==> src/rtl/inst_issue_queue_if.sv <==
// inst_issue_queue_if: fetch-push / issue-pop bundle of the instruction issue queue
interface inst_issue_queue_if #(parameter int AW = 3);
  logic          push_valid_1;
  logic          push_valid_2;
  logic [31:0]   push_pc_1;
  logic [31:0]   push_pc_2;
  logic [31:0]   push_inst_1;
  logic [31:0]   push_inst_2;
  logic          push_ready;
  logic          flush;
  logic          pop_1;
  logic          pop_2;
  logic          out_valid_1;
  logic          out_valid_2;
  logic [31:0]   out_pc_1;
  logic [31:0]   out_pc_2;
  logic [31:0]   out_inst_1;
  logic [31:0]   out_inst_2;
  logic [AW:0]   count;
  modport slave (
    input  push_valid_1, push_valid_2, push_pc_1, push_pc_2, push_inst_1, push_inst_2,
    input  flush, pop_1, pop_2,
    output push_ready, out_valid_1, out_valid_2, out_pc_1, out_pc_2, out_inst_1, out_inst_2, count
  );
  modport master (
    output push_valid_1, push_valid_2, push_pc_1, push_pc_2, push_inst_1, push_inst_2,
    output flush, pop_1, pop_2,
    input  push_ready, out_valid_1, out_valid_2, out_pc_1, out_pc_2, out_inst_1, out_inst_2, count
  );
endinterface

==> src/rtl/inst_issue_queue.sv <==
// inst_issue_queue: dual-push circular instruction queue; dual pop when ISSUE_QUEUE_DUAL_POP_EN is defined
module inst_issue_queue #(
  parameter int DEPTH = 8,
  parameter int AW    = 3
) (
  input  logic             clk,
  input  logic             rst,
  inst_issue_queue_if.slave q
);
  logic [31:0]   pc_mem   [DEPTH];
  logic [31:0]   inst_mem [DEPTH];
  logic [AW-1:0] rp, wp, rp1, wp1;
  logic [AW:0]   cnt;
  logic          push_ok, ov1, ov2;
  logic [1:0]    push_n, pop_n;
  assign rp1           = rp + AW'(1);
  assign wp1           = wp + AW'(1);
  assign q.push_ready  = cnt <= (AW+1)'(DEPTH - 2);
  assign push_ok       = q.push_ready & q.push_valid_1 & ~q.flush;
  assign push_n        = push_ok ? (q.push_valid_2 ? 2'd2 : 2'd1) : 2'd0;
  assign ov1           = cnt != '0;
`ifdef ISSUE_QUEUE_DUAL_POP_EN
  assign ov2           = cnt >= (AW+1)'(2);
`else
  assign ov2           = 1'b0;
`endif
  assign pop_n         = (!q.pop_1 || !ov1) ? 2'd0 : (q.pop_2 && ov2) ? 2'd2 : 2'd1;
  assign q.out_valid_1 = ov1;
  assign q.out_valid_2 = ov2;
  assign q.out_pc_1    = pc_mem[rp];
  assign q.out_inst_1  = inst_mem[rp];
  assign q.out_pc_2    = pc_mem[rp1];
  assign q.out_inst_2  = inst_mem[rp1];
  assign q.count       = cnt;
  // entry storage: slot 1 at wp, slot 2 at wp+1; not reset
  always_ff @(posedge clk) begin
    if (push_ok) begin
      pc_mem[wp]   <= q.push_pc_1;
      inst_mem[wp] <= q.push_inst_1;
      if (q.push_valid_2) begin
        pc_mem[wp1]   <= q.push_pc_2;
        inst_mem[wp1] <= q.push_inst_2;
      end
    end
  end
  // pointers and occupancy; flush wins over same-cycle push and pop
  always_ff @(posedge clk or negedge rst) begin
    if (!rst) begin
      rp  <= '0;
      wp  <= '0;
      cnt <= '0;
    end else if (q.flush) begin
      rp  <= '0;
      wp  <= '0;
      cnt <= '0;
    end else begin
      rp  <= rp + AW'(pop_n);
      wp  <= wp + AW'(push_n);
      cnt <= cnt + (AW+1)'(push_n) - (AW+1)'(pop_n);
    end
  end
endmodule
==> src/flat_wrapper.sv <==
// flat-port wrapper written by rule: the top's interface ports become plain ports
module inst_issue_queue_flat 
#(
  parameter int DEPTH = 8,
  parameter int AW    = 3
)
  (clk, rst, q_push_valid_1, q_push_valid_2, q_push_pc_1, q_push_pc_2, q_push_inst_1, q_push_inst_2, q_flush, q_pop_1, q_pop_2, q_push_ready, q_out_valid_1, q_out_valid_2, q_out_pc_1, q_out_pc_2, q_out_inst_1, q_out_inst_2, q_count);
  inst_issue_queue_if #(.AW(AW)) q_i ();
  input  logic clk;
  input  logic rst;
  input wire logic [$bits(q_i.push_valid_1)-1:0] q_push_valid_1;
  input wire logic [$bits(q_i.push_valid_2)-1:0] q_push_valid_2;
  input wire logic [$bits(q_i.push_pc_1)-1:0] q_push_pc_1;
  input wire logic [$bits(q_i.push_pc_2)-1:0] q_push_pc_2;
  input wire logic [$bits(q_i.push_inst_1)-1:0] q_push_inst_1;
  input wire logic [$bits(q_i.push_inst_2)-1:0] q_push_inst_2;
  input wire logic [$bits(q_i.flush)-1:0] q_flush;
  input wire logic [$bits(q_i.pop_1)-1:0] q_pop_1;
  input wire logic [$bits(q_i.pop_2)-1:0] q_pop_2;
  output wire logic [$bits(q_i.push_ready)-1:0] q_push_ready;
  output wire logic [$bits(q_i.out_valid_1)-1:0] q_out_valid_1;
  output wire logic [$bits(q_i.out_valid_2)-1:0] q_out_valid_2;
  output wire logic [$bits(q_i.out_pc_1)-1:0] q_out_pc_1;
  output wire logic [$bits(q_i.out_pc_2)-1:0] q_out_pc_2;
  output wire logic [$bits(q_i.out_inst_1)-1:0] q_out_inst_1;
  output wire logic [$bits(q_i.out_inst_2)-1:0] q_out_inst_2;
  output wire logic [$bits(q_i.count)-1:0] q_count;
  assign q_i.push_valid_1 = q_push_valid_1;
  assign q_i.push_valid_2 = q_push_valid_2;
  assign q_i.push_pc_1 = q_push_pc_1;
  assign q_i.push_pc_2 = q_push_pc_2;
  assign q_i.push_inst_1 = q_push_inst_1;
  assign q_i.push_inst_2 = q_push_inst_2;
  assign q_i.flush = q_flush;
  assign q_i.pop_1 = q_pop_1;
  assign q_i.pop_2 = q_pop_2;
  assign q_push_ready = q_i.push_ready;
  assign q_out_valid_1 = q_i.out_valid_1;
  assign q_out_valid_2 = q_i.out_valid_2;
  assign q_out_pc_1 = q_i.out_pc_1;
  assign q_out_pc_2 = q_i.out_pc_2;
  assign q_out_inst_1 = q_i.out_inst_1;
  assign q_out_inst_2 = q_i.out_inst_2;
  assign q_count = q_i.count;
  inst_issue_queue #(.DEPTH(DEPTH), .AW(AW)) u_core (.clk(clk), .rst(rst), .q(q_i));
endmodule
==> config.mk <==
export PLATFORM = sky130hd
export DESIGN_NAME = inst_issue_queue_flat
export DESIGN_NICKNAME = d
export VERILOG_FILES = /design/src/rtl/inst_issue_queue_if.sv /design/src/rtl/inst_issue_queue.sv /design/src/flat_wrapper.sv
export SDC_FILE = /design/constraint.sdc
export NUM_CORES = 1
export LEC_CHECK = 0
export BUFFER_PORTS_ARGS = -buffer_cell sky130_fd_sc_hd__buf_2
export CAP_MARGIN = 0
export CELL_PAD_IN_SITES_DETAIL_PLACEMENT = 1
export CELL_PAD_IN_SITES_GLOBAL_PLACEMENT = 2
export CORE_MARGIN = 2
export CORE_UTILIZATION = 35
export CTS_CLUSTER_DIAMETER = 50
export DETAILED_ROUTE_END_ITERATION = 16
export HOLD_SLACK_MARGIN = 0.03
export PLACE_DENSITY = 0.62
export SKIP_CTS_REPAIR_TIMING = 1
export SLEW_MARGIN = 40
export SYNTH_ARGS = -nofsm -noshare
export SYNTH_HDL_FRONTEND = slang
export SYNTH_SLANG_ARGS = --single-unit
==> constraint.sdc <==
create_clock -name clk -period 6.8 [get_ports clk]
set_input_delay 1.02 -clock clk [delete_from_list [all_inputs] [get_ports clk]]
set_output_delay 1.02 -clock clk [all_outputs]
set_load 0.02 [all_outputs]
# == After elaboration in Yosys (flattened, before gate mapping) ==
# Memories as Yosys holds them, arrays and structs flattened.
# Index checks and enable logic that the tools add are counted.
# op_classes
n_addsub,6
n_lt_le_gt_ge,1
mux,11
bitwise,3
reduce_logical,4
# op_table
operator,n
"adder 3 x 1 -> 3 bit, second input constant",2
adder 3 x 2 -> 3 bit,2
two-way mux 1 bit,6
two-way mux 3 bit,2
adder 4 x 2 -> 4 bit,1
"less-or-equal comparator 4 x 3 -> 1 bit, second input constant",1
two-way mux 2 bit,2
two-way mux 4 bit,1
nonzero test 4 bit,1
subtractor 4 x 2 -> 4 bit,1
bitwise AND 1 bit,2
zero test 1 bit,2
logical OR 1 bit,1
inverter 1 bit,1
# totals
register_bits,10
mem_bits_rw,512
inputBits,135
out_inout_bits,135
word_cells,30
n_memories,2
# memory_table
memory,depth,word_bits,rd,rd_ports_with_merged_regs,wr,line,rtl
u_core.inst_mem,8,32,2,0,2,inst_issue_queue.sv:11,logic [31:0] inst_mem [DEPTH];
u_core.pc_mem,8,32,2,0,2,inst_issue_queue.sv:10,logic [31:0] pc_mem [DEPTH];

# == Longest topological paths before layout ==
# logic_depth
depth_word,7
ltp_mapped,13
depth_no_buf,12

# == Worst setup path before layout ==
# OpenSTA, ideal clock, no wires.
# synth_path
path_type,in2reg
startpoint,input q_push_valid_1
endpoint,memory u_core.inst_mem[3][0] (enable)
setup_ns,0.507
t_arrival_ns,4.638
required_time_ns,6.293
slack_ns,1.655
stages,4
path_buffers,1
path_cell_list,nor2b_1 -> nand3_1 -> clkbuf_1 -> a21oi_1
# synth_rtl
item,line,rtl
"start, declared",flat_wrapper.sv:11,input wire logic [$bits(q_i.push_valid_1)-1:0] q_push_valid_1;
"end, declared",inst_issue_queue.sv:11,

# == Worst setup path after layout ==
# layout_path
startpoint,register u_core.rp[0]
endpoint,output q_out_inst_2[7]
# layout_between
elab_chain_len,2
# layout_lines
item,line,rtl
"start, declared",inst_issue_queue.sv:12,"logic [AW-1:0] rp, wp, rp1, wp1;"
"start signal, assigned",inst_issue_queue.sv:57,rp <= rp + AW'(pop_n);
adder 3 x 1 -> 3 bit,inst_issue_queue.sv:16,assign rp1 = rp + AW'(1);
memory read (8 x 32 bit),n/a,
"end, declared",flat_wrapper.sv:26,output wire logic [$bits(q_i.out_inst_2)-1:0] q_out_inst_2;
# Every way passes these cells.

==> flow_summary_export.csv <==
group,metric,value,unit
logic_synthesis,yosysSeqAreaShare,51.8,%
route,routed_wl,93300,microns
route,wl_per_cell,30.0,microns
global_route,grt_pass1_vias,19197,
logic_synthesis,synth.area.mux_share,43.8,%
clocking,h-tree-depth,3,
route,num_vias,17527,
sta,finalSetupViolations,0,
logic_synthesis,synth_area_leaders,"edfxtp_1 (51%), mux2_2 (21%), mux4_2 (19%), mux2_4 (3.0%), buf_2 (1.3%)",
pwr,irDropWorstVdd,0.199,mV
logic_synthesis,synth_xor_xnor_area_share,0.199,%
floorplanning,row_count,107,
sta,layout_setup_ws,2080,ps
logic_synthesis,synth_nets,1791,
pwr,power_density,338,nW/um^2
floorplanning,die_w,297,microns
pwr,p_total,12.0,mW
critical_path,critPathArrivalTime,3700,ps
global_route,antenna_found_initial,13,
final_layout,utilization,41.6,%
final_layout,stdcell_area,35400,sq um
logic_synthesis,synth_cells,1642,
critical_path,path_max_fanout,52,
pwr,leakagePower,11.8,nW
final_layout,nets,2058,
route,drc,0,
sta,rsz0062_at_grt,"no",
sta,period_share,69.5,%
logic_synthesis,synth_compound_area_share,0.228,%
logic_synthesis,synth-simple-area-share,0.975,%
clocking,cts_buffer_depth,3,
placed_design,portBuffers,267,
floorplanning,start_util,35.4,%
logic_synthesis,synthAdderAreaFrac,0.631,%
final_layout,mostFrequentLayoutCell,"mux2_2",
global_route,grt_pass1_wl,135000,microns
clocking,cts_tree,"done",
logic_synthesis,synth_top_area_cell,"edfxtp_1",
sta,fmax,212,MHz
route,drt_iter0_drc,1163,
sta,worst-slew-pin-transition,835,ps
final_layout,area.growth.synth_to_final,17.6,%
sta,hold_ws,311,ps
logic_synthesis,avgSynthCellArea,18.4,sq um
clocking,cts.sink_count,522,
logic_synthesis,ys_types,40,
clocking,cts_root_buf,"clkbuf_16",
placed_design,dpl.cell_count,2979,
outcome,status,"complete, no violations",
logic_synthesis,yosysWarnings,0,
critical_path,worstRegToRegCells,6,
critical_path,startpoint_type,"flip-flop",
sta,fin_tns_setup,0,ps
logic_synthesis,synth.ff_latch_count,522,
clocking,clock_latency,610,ps
logic_synthesis,syn_area,30100,sq um
placed_design,hpwl,54500,microns
final_layout,final_layout_size_suffix_gt1_share,68.4,%
floorplanning,coreArea,85300,sq um
logic_synthesis,synth_top_cell_area_share,51.0,%
floorplanning,die_h,297,microns
sta,slew-limit-headroom,44.3,%
critical_path,crit_type,"reg2out",
sta,fin_crit,4720,ps
logic_synthesis,synth-async-reset-ratio,1.92,%
placed_design,place_congestion,0.715,
sta,final_max_slew_viol_count,0,
final_layout,fin_cells,3116,
route,vias_per_cell,5.62,
route,ant_nets,0,
global_route,grtUsageTotal,20.8,%
floorplanning,ioPinCount,270,
global_route,grt_max_degree,66,
route,first_pass_iters,5,
hold_path,hold_class,"in2async",
clocking,cts_made_buffers,72,
critical_path,endpoint_kind,"primary output",
sta,finClkSkew,31.5,ps
logic_synthesis,synthFlopType,"edfxtp_1",
global_route,gr-total-overflow,0,
logic_synthesis,synth_edf_count,512,
final_layout,mostFrequentLayoutCells,"mux2_2 (575), edfxtp_1 (512), buf_2 (267)",
logic_synthesis,synth_top_family_by_area,"multiplexers",
sta,hold_viol,0,
critical_path,cp.required,5780,ps
clocking,clkTransAtPathRegs,60,ps
placed_design,post-place-ws,2400,ps
floorplanning,die_area,88500,sq um
placed_design,dpl-instance-area,33100,sq um
job,drv_cap,0,
-- kinds of logic after synthesis --
| logic type | count (synthesis) |
|---|---|
| other | 1 |
| XOR/XNOR | 6 |
| multiplexers | 896 |
| adder cells (fa/ha/maj) | 14 |
| AO/OA/AOI/OAI | 11 |
| buffers and inverters | 141 |
| AND/OR/NAND/NOR | 51 |
| flip-flops | 522 |
-- final timing paths --
path                                   start                     end  slack, ps
min in group clk                     q_flush       u_core.q.count[2]        780
max reg2reg                     u_core.wp[0]  u_core.inst_mem[7][31]       3070
max                             u_core.rp[0]         q_out_inst_2[7]       2080
min reg2reg                u_core.q.count[3]       u_core.q.count[3]        800
max in group asynchronous                rst            u_core.rp[1]       6240
min                                      rst       u_core.q.count[2]        310
-- area by class of cell --
type / count / area (sq um)
diodes: 6 / 15.0
clock buffers: 89 / 1980
clock inverters: 42 / 339
fillers: 8214 / 49800
inverters: 10 / 37.5
multi-input cells: 979 / 13900
flip-flops and latches: 522 / 15600
well taps: 1144 / 1430
repair buffers: 324 / 2060
-- cells in the mapped netlist (2+ instances only) --
library cell    n
mux4_2        256
buf_4           8
and3_1          2
nand3b_1        3
mux2_4         60
nand4_1         2
xnor2_1         3
nor2_1         14
mux2_2        575
ha_1           12
and2_1          2
a21oi_1         6
xor2_1          2
buf_1           6
edfxtp_1      512
clkbuf_1       33
buf_2          77
inv_1          10
nand3_1         5
a31oi_1         2
nand2_1         6
dfrtp_1        10
buf_6           7
nand4b_1        3
fa_1            2
mux2_1          5
nor2b_1         6
-- state kept, by name, summed over array words and instances (netlist names) --
name,cells
u_core.inst_mem,256
u_core.q.count,4
u_core.pc_mem,256
u_core.wp,3
u_core.rp,3
-- per-layer routing --
metal / share of wire (%) / track usage [%] / vias to the layer above / wire length [microns]
met5: 0.10 / 0 / - / 95
met1: 44 / 28.3 / 9519 / 40700
met2: 49 / 34.8 / 463 / 46200
met3: 5.4 / 3.84 / 110 / 5020
met4: 1.4 / 4.51 / 14 / 1340
li1: - / - / 7421 / -
-- worst max-delay path, stage by stage (launching register included) --
cell     delay, ps
dfrtp_4        870
buf_4          550
buf_6          570
mux4_2         600
mux2_2         300
buf_2          170
-- report_power, final --
part           total (mW)  leakage (nW)  switching (mW)  internal (mW)
combinational        4.48          5.93            2.32           2.16
clock                3.70          1.13            1.47           2.23
sequential           3.80          4.76           0.130           3.67
total                12.0          11.8            3.92           8.06
Note: power is estimated with default switching activity, not from simulation.
